## config.mk

```make
export PLATFORM = sky130hd
export DESIGN_NAME = srl_dly_ctrl
export DESIGN_NICKNAME = d
export VERILOG_FILES = /design/src/rtl/srl_dly_ctrl_pkg.sv /design/src/rtl/srl_16dx1.sv /design/src/rtl/srl_dly_ctrl.sv
export SDC_FILE = /design/constraint.sdc
export NUM_CORES = 1
export LEC_CHECK = 0
export CELL_PAD_IN_SITES_DETAIL_PLACEMENT = 1
export CELL_PAD_IN_SITES_GLOBAL_PLACEMENT = 2
export CORE_MARGIN = 2
export CORE_UTILIZATION = 35
export CTS_BUF_LIST = sky130_fd_sc_hd__clkbuf_8
export DETAILED_ROUTE_END_ITERATION = 6
export PLACE_DENSITY_LB_ADDON = 0.1
export REMOVE_ABC_BUFFERS = 1
export SETUP_SLACK_MARGIN = 0.2
export SYNTH_ARGS = -nofsm -noshare
export SYNTH_HDL_FRONTEND = slang
export SYNTH_SLANG_ARGS = --single-unit
```

## constraint.sdc

```tcl
create_clock -name CLK -period 4 [get_ports CLK]
set_clock_uncertainty 0.15 [all_clocks]
set_input_delay 0.4 -clock CLK [delete_from_list [all_inputs] [get_ports CLK]]
set_output_delay 0.4 -clock CLK [all_outputs]
set_load 0.02 [all_outputs]
```

## src/rtl/srl_dly_ctrl_pkg.sv

```systemverilog
// Shared constants and types for the SRL-based programmable delay controller.
package srl_dly_ctrl_pkg;

  localparam int unsigned DLY_W     = 4;
  localparam int unsigned CNT_W     = 5;
  localparam int unsigned SRL_DEPTH = 16;

  typedef enum logic {
    ST_RUN  = 1'b0,
    ST_FILL = 1'b1
  } state_e;

endpackage

```

## src/rtl/srl_16dx1.sv

```systemverilog
// 16-deep, 1-bit addressable shift register with clock enable (SRL16E-style).
module srl_16dx1
  import srl_dly_ctrl_pkg::*;
(
  input  logic             CLK,
  input  logic             CE,
  input  logic [DLY_W-1:0] A,
  input  logic             I,
  output logic             O
);

  logic [SRL_DEPTH-1:0] sr_q;
  logic [SRL_DEPTH-1:0] sr_d;

  always_comb begin
    sr_d = sr_q;
    if (CE) begin
      sr_d = {sr_q[SRL_DEPTH-2:0], I};
    end
  end

  // Contents are deliberately unreset; the controller's fill sequence guarantees validity.
  always_ff @(posedge CLK) begin
    sr_q <= sr_d;
  end

  assign O = sr_q[A];

endmodule

```

## src/rtl/srl_dly_ctrl.sv

```systemverilog
// Programmable 1-bit delay line controller: loads a new tap address and
// suppresses the output until the line has refilled at the new depth.
module srl_dly_ctrl
  import srl_dly_ctrl_pkg::*;
#(
  parameter logic [DLY_W-1:0] DEF_DLY = 4'd4
) (
  input  logic             CLK,
  input  logic             RST,
  input  logic             EN,
  input  logic             DIN,
  input  logic             WR,
  input  logic [DLY_W-1:0] DLY_IN,
  output logic             DOUT,
  output logic             BUSY,
  output logic [DLY_W-1:0] DLY_CUR,
  output logic             WR_ERR
);

  localparam logic [CNT_W-1:0] CNT_RST = CNT_W'(DEF_DLY) + CNT_W'(1);

  state_e           state_q, state_d;
  logic [CNT_W-1:0] cnt_q, cnt_d;
  logic [DLY_W-1:0] dly_cur_q, dly_cur_d;
  logic             busy_q, busy_d;
  logic             wr_err_q, wr_err_d;
  logic             tap;

  srl_16dx1 u_line (
    .CLK (CLK),
    .CE  (EN),
    .A   (dly_cur_q),
    .I   (DIN),
    .O   (tap)
  );

  always_comb begin
    state_d   = state_q;
    cnt_d     = cnt_q;
    dly_cur_d = dly_cur_q;
    busy_d    = busy_q;
    wr_err_d  = 1'b0;
    case (state_q)
      ST_RUN: begin
        // Accepted regardless of EN; the WR cycle itself is not counted.
        if (WR) begin
          dly_cur_d = DLY_IN;
          cnt_d     = CNT_W'(DLY_IN) + CNT_W'(1);
          busy_d    = 1'b1;
          state_d   = ST_FILL;
        end
      end
      ST_FILL: begin
        if (WR) begin
          wr_err_d = 1'b1;
        end
        if (EN) begin
          cnt_d = cnt_q - CNT_W'(1);
          if (cnt_q == CNT_W'(1)) begin
            busy_d  = 1'b0;
            state_d = ST_RUN;
          end
        end
      end
    endcase
  end

  always_ff @(posedge CLK or posedge RST) begin
    if (RST) begin
      state_q   <= ST_FILL;
      cnt_q     <= CNT_RST;
      dly_cur_q <= DEF_DLY;
      busy_q    <= 1'b1;
      wr_err_q  <= 1'b0;
    end else begin
      state_q   <= state_d;
      cnt_q     <= cnt_d;
      dly_cur_q <= dly_cur_d;
      busy_q    <= busy_d;
      wr_err_q  <= wr_err_d;
    end
  end

  // Tap is gated so stale line contents never reach the output during a refill.
  assign DOUT    = (state_q == ST_RUN) && tap;
  assign BUSY    = busy_q;
  assign DLY_CUR = dly_cur_q;
  assign WR_ERR  = wr_err_q;

endmodule

```

==> results of run 1 <==
-- state kept, by name, indices dropped and copies added (netlist names) --
name / count
u_line.sr_q: 16
cnt_q: 5
DLY_CUR: 4
BUSY: 1
WR_ERR: 1
state_q: 1
-- through the flow --
stage               setup slack (ns)  cell area [µm²]  total power, mW  hold WS, ns
floorplan                       1.77             1250            0.642        0.111
global placement                1.44             1470            0.754        0.282
detailed placement              1.38             1470            0.769        0.289
CTS                             1.07             1540            0.991        0.305
global route                   0.965             1540             1.04        0.331
finish                          1.09             1540            0.982        0.278
-- worst reg2reg max path: cells and delay by family, from the launching register on --
kind / cells / cell delay (ns)
AOI/OAI and AO/OA: 2 / 0.18
DFF: 1 / 0.74
and+or+nand+nor: 1 / 0.29
muxes: 1 / 0.27
-- logic make-up (layout without fill, tap and decap cells) --
logic type	after synthesis	count (layout)
buffers and inverters	9	25
flip-flops	28	28
multiplexers	10	10
AND/OR/NAND/NOR	21	21
XOR/XNOR	2	2
AO/OA/AOI/OAI	20	20
adder cells (fa/ha/maj)	3	3
-- power by group through the flow --
stage / clock network (mW) / registers (mW) / logic, mW
6_report: 0.223 / 0.469 / 0.290
2_1_floorplan: 0 / 0.481 / 0.161
5_1_grt: 0.238 / 0.483 / 0.323
4_1_cts: 0.226 / 0.470 / 0.295
3_5_place_dp: 0 / 0.475 / 0.293
3_3_place_gp: 0 / 0.469 / 0.285
-- cells in the mapped netlist, types with 2 or more instances --
| cell type | number |
|---|---|
| a21oi_1 | 6 |
| clkbuf_1 | 3 |
| dfrtp_1 | 7 |
| dfstp_2 | 5 |
| edfxtp_1 | 16 |
| ha_1 | 3 |
| inv_1 | 5 |
| mux2_2 | 5 |
| mux2i_1 | 3 |
| nand2_1 | 4 |
| nand3_1 | 6 |
| nor2_1 | 4 |
| nor2b_1 | 2 |
| nor3b_1 | 2 |
| o21a_1 | 2 |
| o22ai_1 | 2 |
-- final cells by class --
type	instances	area (µm²)	area share
Clock buffer	3	41.3	0.0269
Clock inverter	1	30.0	0.0195
Inverter	5	18.8	0.0122
Multi-Input combinational cell	56	444	0.289
Sequential cell	28	787	0.512
Tap cell	46	57.6	0.0375
Timing Repair Buffer	16	158	0.103
-- placed cells by master, fill, tap and decap left out, types with 3 or more instances in the layout --
cell type	count
edfxtp_1	16
clkdlybuf4s50_1	15
dfrtp_1	7
a21oi_1	6
nand3_1	6
dfstp_2	5
mux2_2	5
inv_1	5
nand2_1	4
nor2_1	4
mux2i_1	3
ha_1	3
clkbuf_8	3
-- worst paths after layout --
path / end / startpoint / slack, ns / depth (start not counted)
max: DOUT / DLY_CUR[0] / 1.09 / 5
min: WR_ERR / RST / 0.28 / 2
max reg2reg: cnt_q[4] / state_q / 2.25 / 4
min reg2reg: u_line.sr_q[7] / u_line.sr_q[6] / 0.31 / 0
max in group asynchronous: DLY_CUR[2] / RST / 3.06 / 2
min in group CLK: u_line.sr_q[7] / u_line.sr_q[6] / 0.31 / 0
-- routing by layer --
layer  vias to the layer above  global-route usage  share of wire
li1                        385                   -              -
met3                         2              0.0229          0.036
met1                       403               0.215           0.49
met2                        14               0.212           0.46
met4                         0              0.0399         0.0094
met5                         -                   0              0
==> flow_metrics.tcl, run 1 <==
set metrics [dict create \
    synth_area_um2 1270 \
    grt_use_total 0.143 \
    synth_top_family_by_area "compound AO/OA/AOI/OAI gates" \
    synthMuxAreaShare 0.106 \
    placed_cells 151 \
    n_antenna_cell 0 \
    setup_viol 0 \
    vias 804 \
    slew-limit-headroom 0.626 \
    die_w_um 64.3 \
    sw_frac_of_total 0.311 \
    clockBufferDepth 2 \
    antenna_found_initial 0 \
    final_nets 122 \
    synth_edf_count 16 \
    postCtsHoldBufs 0 \
    layout.cells.non_filler 155 \
    dieArea_um2 4130 \
    postLayoutCoreUtil 0.450 \
    synth_ff_type "edfxtp_1" \
    period_share 0.727 \
    start_util 0.373 \
    io_pins 16 \
    crit_buf_inv 1 \
    synth_xor_area_frac 0.0138 \
    synth_area_per_cell_um2 13.7 \
    grt_max_degree 24 \
    cellLeakagePower_nw 0.569 \
    crit_chain "mux4_2 -> o22ai_1 -> a311o_1 -> a21oi_1 -> clkdlybuf4s50_1" \
    tightestPinTransition_ns 0.559 \
    drt_iter0_drc 24 \
    crit_fanout 8 \
    start_kind "flop" \
    cts_resized 0 \
    p_sw_mw 0.305 \
    antenna_left 0 \
    rows 21 \
    via_per_inst 5.19 \
    cts_buffers 3 \
    port_buffers 15 \
    yosys.area.top_type_share 0.378 \
    timing.final.crit_period_ns 2.91 \
    crit_type "flop to primary output" \
    powerDensity_nw_per_um2 639 \
    h-tree-depth 1 \
    yosys.area_share.adder 0.0295 \
    wl_um 2660 \
    grt_pass1_wl_um 4410 \
    rsz0062_at_grt "false" \
    area_growth_pct 20.7 \
    cp-end-kind "primary output" \
    p_int_mw 0.677 \
    grt_pass1_vias 847 \
    core-area_um2 3420 \
    synthTopCellsByArea "edfxtp_1 (38%), dfrtp_1 (14%), dfstp_2 (10%), mux2_2 (4.4%), ha_1 (2.9%)" \
    hold_viol 0 \
    drcViolationCount 0 \
    ys_ff_latch 28 \
    root_buffer "clkbuf_8" \
    arrival_ns 2.36 \
    drive_gt1_frac 0.147 \
    synth-compound-area-share 0.111 \
    netlist_instances 93 \
    max_cap_viol_count 0 \
    clk_pin_slew_ns 0.10 \
    fin_setup_tns_ns 0 \
    synth_top_cell_by_area "edfxtp_1" \
    synth_simple_gate_area_share 0.0885 \
    overflow 0 \
    fmax_mhz 344 \
    fp.dieH_um 64.3 \
    slew_violations 0 \
    first_pass_iters 4 \
    clk_latency_ns 0.28 \
    yosys_warnings 0 \
    cts.sinks 28 \
    postSynth.asyncResetShare 0.429 \
    critPathMaxStageDelay_ns 0.61 \
    p_clk_frac 0.227 \
    hold_class "input pin to async pin" \
    worstPathRequired_ns 3.45 \
    post-cts-setup-buffers 0 \
    pwr-share-seq 0.478 \
    cp_slowest_cell "clkdlybuf4s50_1" \
    ir_worst_vdd_mv 0.336 \
    dp_hpwl_um 1960 \
    gp_congestion 0.756 \
    p_comb_frac 0.295 \
    tritoncts "done" \
    cpLargestDelayFamily "buffers and inverters" \
    synth_cell_type_count 34 \
    ys_seq_area_frac 0.618 \
    fill_cells 367 \
    wl_per_cell_um 17.1 \
    status "finished clean" \
]
(Power assumes the default switching activity.)
==> inputs of run 2 (changes only) <==
- clock period: 4 -> 3 ns (I/O delays scaled with it)
==> flow_metrics.tcl, run 2 (same netlist as run 1, synthesis figures left out) <==
set metrics [dict create \
    power.total_mw 1.32 \
    crit_chain "mux4_2 -> o22ai_1 -> a311o_1 -> a21oi_1 -> dlymetal6s2s_1" \
    hold_class "input pin to async pin" \
    start_kind "flop" \
    gp_congestion 0.744 \
    max_cap_viol_count 0 \
    via_per_inst 5.33 \
    worstPathRequired_ns 2.55 \
    crit_type "flop to primary output" \
    clockBufferDepth 2 \
    placed_cells 151 \
    post-cts-setup-buffers 0 \
    antenna_found_initial 0 \
    hold_viol 0 \
    powerDensity_nw_per_um2 856 \
    final_cell_mix "edfxtp_1 (16), clkdlybuf4s50_1 (14), dfrtp_1 (6), a21oi_1 (6), nand3_1 (6)" \
    dp_hpwl_um 1810 \
    wl_per_cell_um 17.0 \
    n_antenna_cell 0 \
    arrival_ns 1.92 \
    rows 21 \
    clk_pin_slew_ns 0.10 \
    crit_fanout 8 \
    grt_max_degree 23 \
    slew_violations 0 \
    first_pass_iters 4 \
    slew-limit-headroom 0.584 \
    ff2ff_path_depth 4 \
    ir_worst_vdd_mv 0.277 \
    io_pins 16 \
    vias 826 \
    grt_pass1_vias 901 \
    root_buffer "clkbuf_8" \
    cp-end-kind "primary output" \
    antenna_left 0 \
    cts_buffers 3 \
    fp.dieH_um 64.3 \
    start_util 0.373 \
    tightestPinTransition_ns 0.623 \
    postCtsHoldBufs 0 \
    layout.cells.non_filler 155 \
    grt_use_total 0.143 \
    die_w_um 64.3 \
    largest_register_ffs 16 \
    period_share 0.790 \
    dieArea_um2 4130 \
    drive_gt1_frac 0.156 \
    cp_slowest_cell "dfrtp_2" \
    wl_um 2630 \
    cts.sinks 28 \
    drcViolationCount 0 \
    cellLeakagePower_nw 0.587 \
    final_common_cell "edfxtp_1" \
    setup_viol 0 \
    core-area_um2 3420 \
    fin_setup_tns_ns 0 \
    timing.final.crit_period_ns 2.37 \
    drt_iter0_drc 34 \
    port_buffers 15 \
    tritoncts "done" \
    fmax_mhz 422 \
    h-tree-depth 1 \
    overflow 0 \
    largest_register "u_line.sr_q" \
    rsz0062_at_grt "false" \
    final_nets 122 \
    clk_latency_ns 0.29 \
    fill_cells 362 \
    area_growth_pct 21.0 \
    critPathMaxStageDelay_ns 0.50 \
    status "finished clean" \
    grt_pass1_wl_um 4500 \
]
[run 2: changes by cell type in the layout (fill, tap and decap cells not counted), sizes merged]
cell and delta:
clkdlybuf4s50 -1, dlymetal6s2s +1
[run 2: repair_timing]
item / CTS / global route
setup endpoints to repair: 1 / 1
hold endpoints to repair: 0 / 0
gates resized for setup: 1 / 1
pin swaps: 0 / 0
[run 2: through the flow]
| step | hold slack (ns) | instance area [µm²] | util | setup WS, ns |
|---|---|---|---|---|
| finish | 0.181 | 1540 | 0.451 | 0.631 |
| global placement | 0.283 | 1470 | 0.429 | 0.545 |
| detailed placement | 0.284 | 1470 | 0.429 | 0.491 |
| floorplan | 0.0111 | 1250 | - | 0.875 |
| global route | 0.233 | 1540 | 0.451 | 0.538 |
| CTS | 0.205 | 1540 | 0.450 | 0.222 |
[run 2: per-layer routing]
metal  wire length, µm  track usage  up-vias  share of wire
li1                  -            -      385              -
met1              1330        0.203      415           0.51
met2              1140        0.216       21           0.43
met3               103       0.0176        5          0.039
met4                54       0.0718        0          0.021
met5                 0            0        -              0
[run 2: worst max-delay path: cells and delay by family (launching register included)]
| family | cells | cell delay, ns |
|---|---|---|
| AO/OA/AOI/OAI | 3 | 0.55 |
| buffers and inverters | 1 | 0.24 |
| multiplexers | 1 | 0.35 |
| flip-flops | 1 | 0.50 |
[run 2: area by class of cell]
cell class              count  area (µm²)  area share
inverters                   5        18.8      0.0122
flip-flops and latches     28         788       0.512
repair buffers             16         160       0.104
well taps                  46        57.6      0.0374
clock buffers               3        41.3      0.0268
clock inverters             1        30.0      0.0195
multi-input cells          56         444       0.288
[run 2: final timing paths]
| kind | slack (ns) | endpoint | startpoint |
|---|---|---|---|
| min in group CLK | 0.31 | u_line.sr_q[7] | u_line.sr_q[6] |
| worst max register to register | 1.24 | cnt_q[4] | state_q |
| worst min-delay path | 0.18 | cnt_q[1] | RST |
| max in group asynchronous | 2.15 | DLY_CUR[0] | RST |
| worst max-delay path | 0.63 | DOUT | DLY_CUR[0] |
| worst min register to register | 0.31 | u_line.sr_q[7] | u_line.sr_q[6] |
[run 2: where the power goes]
group,internal (mW),switching (mW),total [mW]
combinational,0.213,0.175,0.388
sequential,0.513,0.113,0.625
clock,0.179,0.126,0.305
==> inputs of run 3 (changes only) <==
- clock period: 3 -> 2.3 ns (I/O delays scaled with it)
==> flow_metrics.tcl, run 3 (same netlist as run 1, synthesis figures left out) <==
set metrics [dict create \
    status "finished clean" \
    crit_fanout 5 \
    hold_viol 0 \
    final_nets 128 \
    ir_worst_vdd_mv 0.473 \
    root_buffer "clkbuf_8" \
    n_antenna_cell 0 \
    fin_setup_tns_ns 0 \
    period_share 0.898 \
    die_w_um 64.3 \
    setup_viol 0 \
    via_per_inst 5.24 \
    slew_violations 0 \
    max_cap_viol_count 0 \
    worstPathRequired_ns 1.92 \
    use_met1 0.216 \
    area_growth_pct 25.2 \
    fmax_mhz 484 \
    vias 844 \
    use_met2 0.204 \
    h-tree-depth 1 \
    crit_type "flop to primary output" \
    fp.dieH_um 64.3 \
    rows 21 \
    start_kind "flop" \
    overflow 0 \
    rsz0062_at_grt "true" \
    dieArea_um2 4130 \
    arrival_ns 1.69 \
    start_util 0.373 \
    tritoncts "done" \
    tightestPinTransition_ns 0.484 \
    cts.sinks 28 \
    wl_um 2580 \
    io_pins 16 \
    fin_ws_ns 0.233 \
    grt_pass1_vias 912 \
    clk_latency_ns 0.27 \
    dp_hpwl_um 1930 \
    hold_class "input pin to async pin" \
    grt_use_total 0.140 \
    grt_pass1_wl_um 4460 \
    postCtsHoldBufs 0 \
    post-cts-setup-buffers 0 \
    slew-limit-headroom 0.677 \
    drcViolationCount 0 \
    cts_buffers 3 \
    drive_gt1_frac 0.243 \
    gp_congestion 0.771 \
    timing.final.crit_period_ns 2.07 \
    busiest_layer "met1" \
    dp_slack_ns -0.0241 \
    wl_per_cell_um 16.0 \
    clk_pin_slew_ns 0.10 \
    core-area_um2 3420 \
    placed_cells 157 \
    cp-end-kind "primary output" \
    drt_iter0_drc 30 \
    met3_usage 0.0211 \
    layout.cells.non_filler 161 \
    port_buffers 15 \
    first_pass_iters 6 \
    final_common_cell "edfxtp_1" \
    clockBufferDepth 2 \
    cellLeakagePower_nw 0.599 \
    antenna_found_initial 0 \
    largest_register "u_line.sr_q" \
    largest_register_ffs 16 \
    antenna_left 0 \
    powerDensity_nw_per_um2 1120 \
    grt_max_degree 22 \
    final_cell_mix "edfxtp_1 (16), clkdlybuf4s50_1 (14), buf_4 (8)" \
]
## run 3: cell types whose count changed in the layout (fill, tap and decap cells not counted)
cell,previous run,this run
o2111ai_2,0,1
a21oi_2,0,1
mux4_1,1,0
o22ai_2,0,1
a21oi_1,6,5
dlymetal6s2s_1,1,0
o2111ai_1,1,0
mux4_2,1,2
buf_4,1,8
o22ai_1,2,1
## run 3: path summary, 6_finish.rpt
| path | cells past startpoint | slack, ns | start | to |
|---|---|---|---|---|
| setup / recovery | 5 | 0.23 | DLY_CUR[0] | DOUT |
| hold / removal | 2 | 0.12 | RST | DLY_CUR[3] |
| setup reg to reg | 4 | 0.55 | state_q | cnt_q[4] |
| hold reg to reg | 0 | 0.31 | u_line.sr_q[6] | u_line.sr_q[7] |
| max in group asynchronous | 2 | 1.52 | RST | cnt_q[0] |
| min in group CLK | 0 | 0.31 | u_line.sr_q[6] | u_line.sr_q[7] |
## run 3: through the flow
stage / instance area [µm²] / power, mW / hold WS (ns) / util
6_report: 1590 / 1.79 / 0.125 / 0.466
5_1_grt: 1590 / 1.90 / 0.163 / 0.466
4_1_cts: 1580 / 1.79 / 0.141 / 0.463
3_5_place_dp: 1510 / 1.39 / 0.286 / 0.442
3_3_place_gp: 1510 / 1.37 / 0.283 / 0.442
2_1_floorplan: 1250 / 1.12 / -0.0589 / -
## run 3: report_power, final
group          leakage (nW)  internal (mW)  total, mW  switching [mW]
combinational         0.271          0.334      0.617           0.283
sequential            0.292          0.668      0.786           0.118
clock                0.0357          0.233      0.385           0.152
total                 0.599           1.23       1.79           0.553
## run 3: final cells by class
type                       instances  area, µm²
fill                             351       1820
sequential                        28        788
multi-input combinational         56        457
timing repair buffer              22        200
tap                               46       57.6
clock buffer                       3       41.3
clock inverter                     1       30.0
inverter                           5       18.8
## run 3: what timing repair did
action                                  CTS  global route
resized for setup                         8             2
endpoints found under the setup margin    1             1
pin swaps                                 3             0
## run 3: routing by layer
layer / vias up / wire, µm
li1: 396 / -
met1: 434 / 1340
met2: 12 / 1150
met3: 2 / 70
met4: 0 / 19
met5: - / 0
## run 3: critical path: stages (launching register included)
cell and delay, ns:
dfrtp_2 0.46, mux4_2 0.35, o22ai_2 0.06, a311o_1 0.29, a21oi_2 0.12, buf_4 0.15
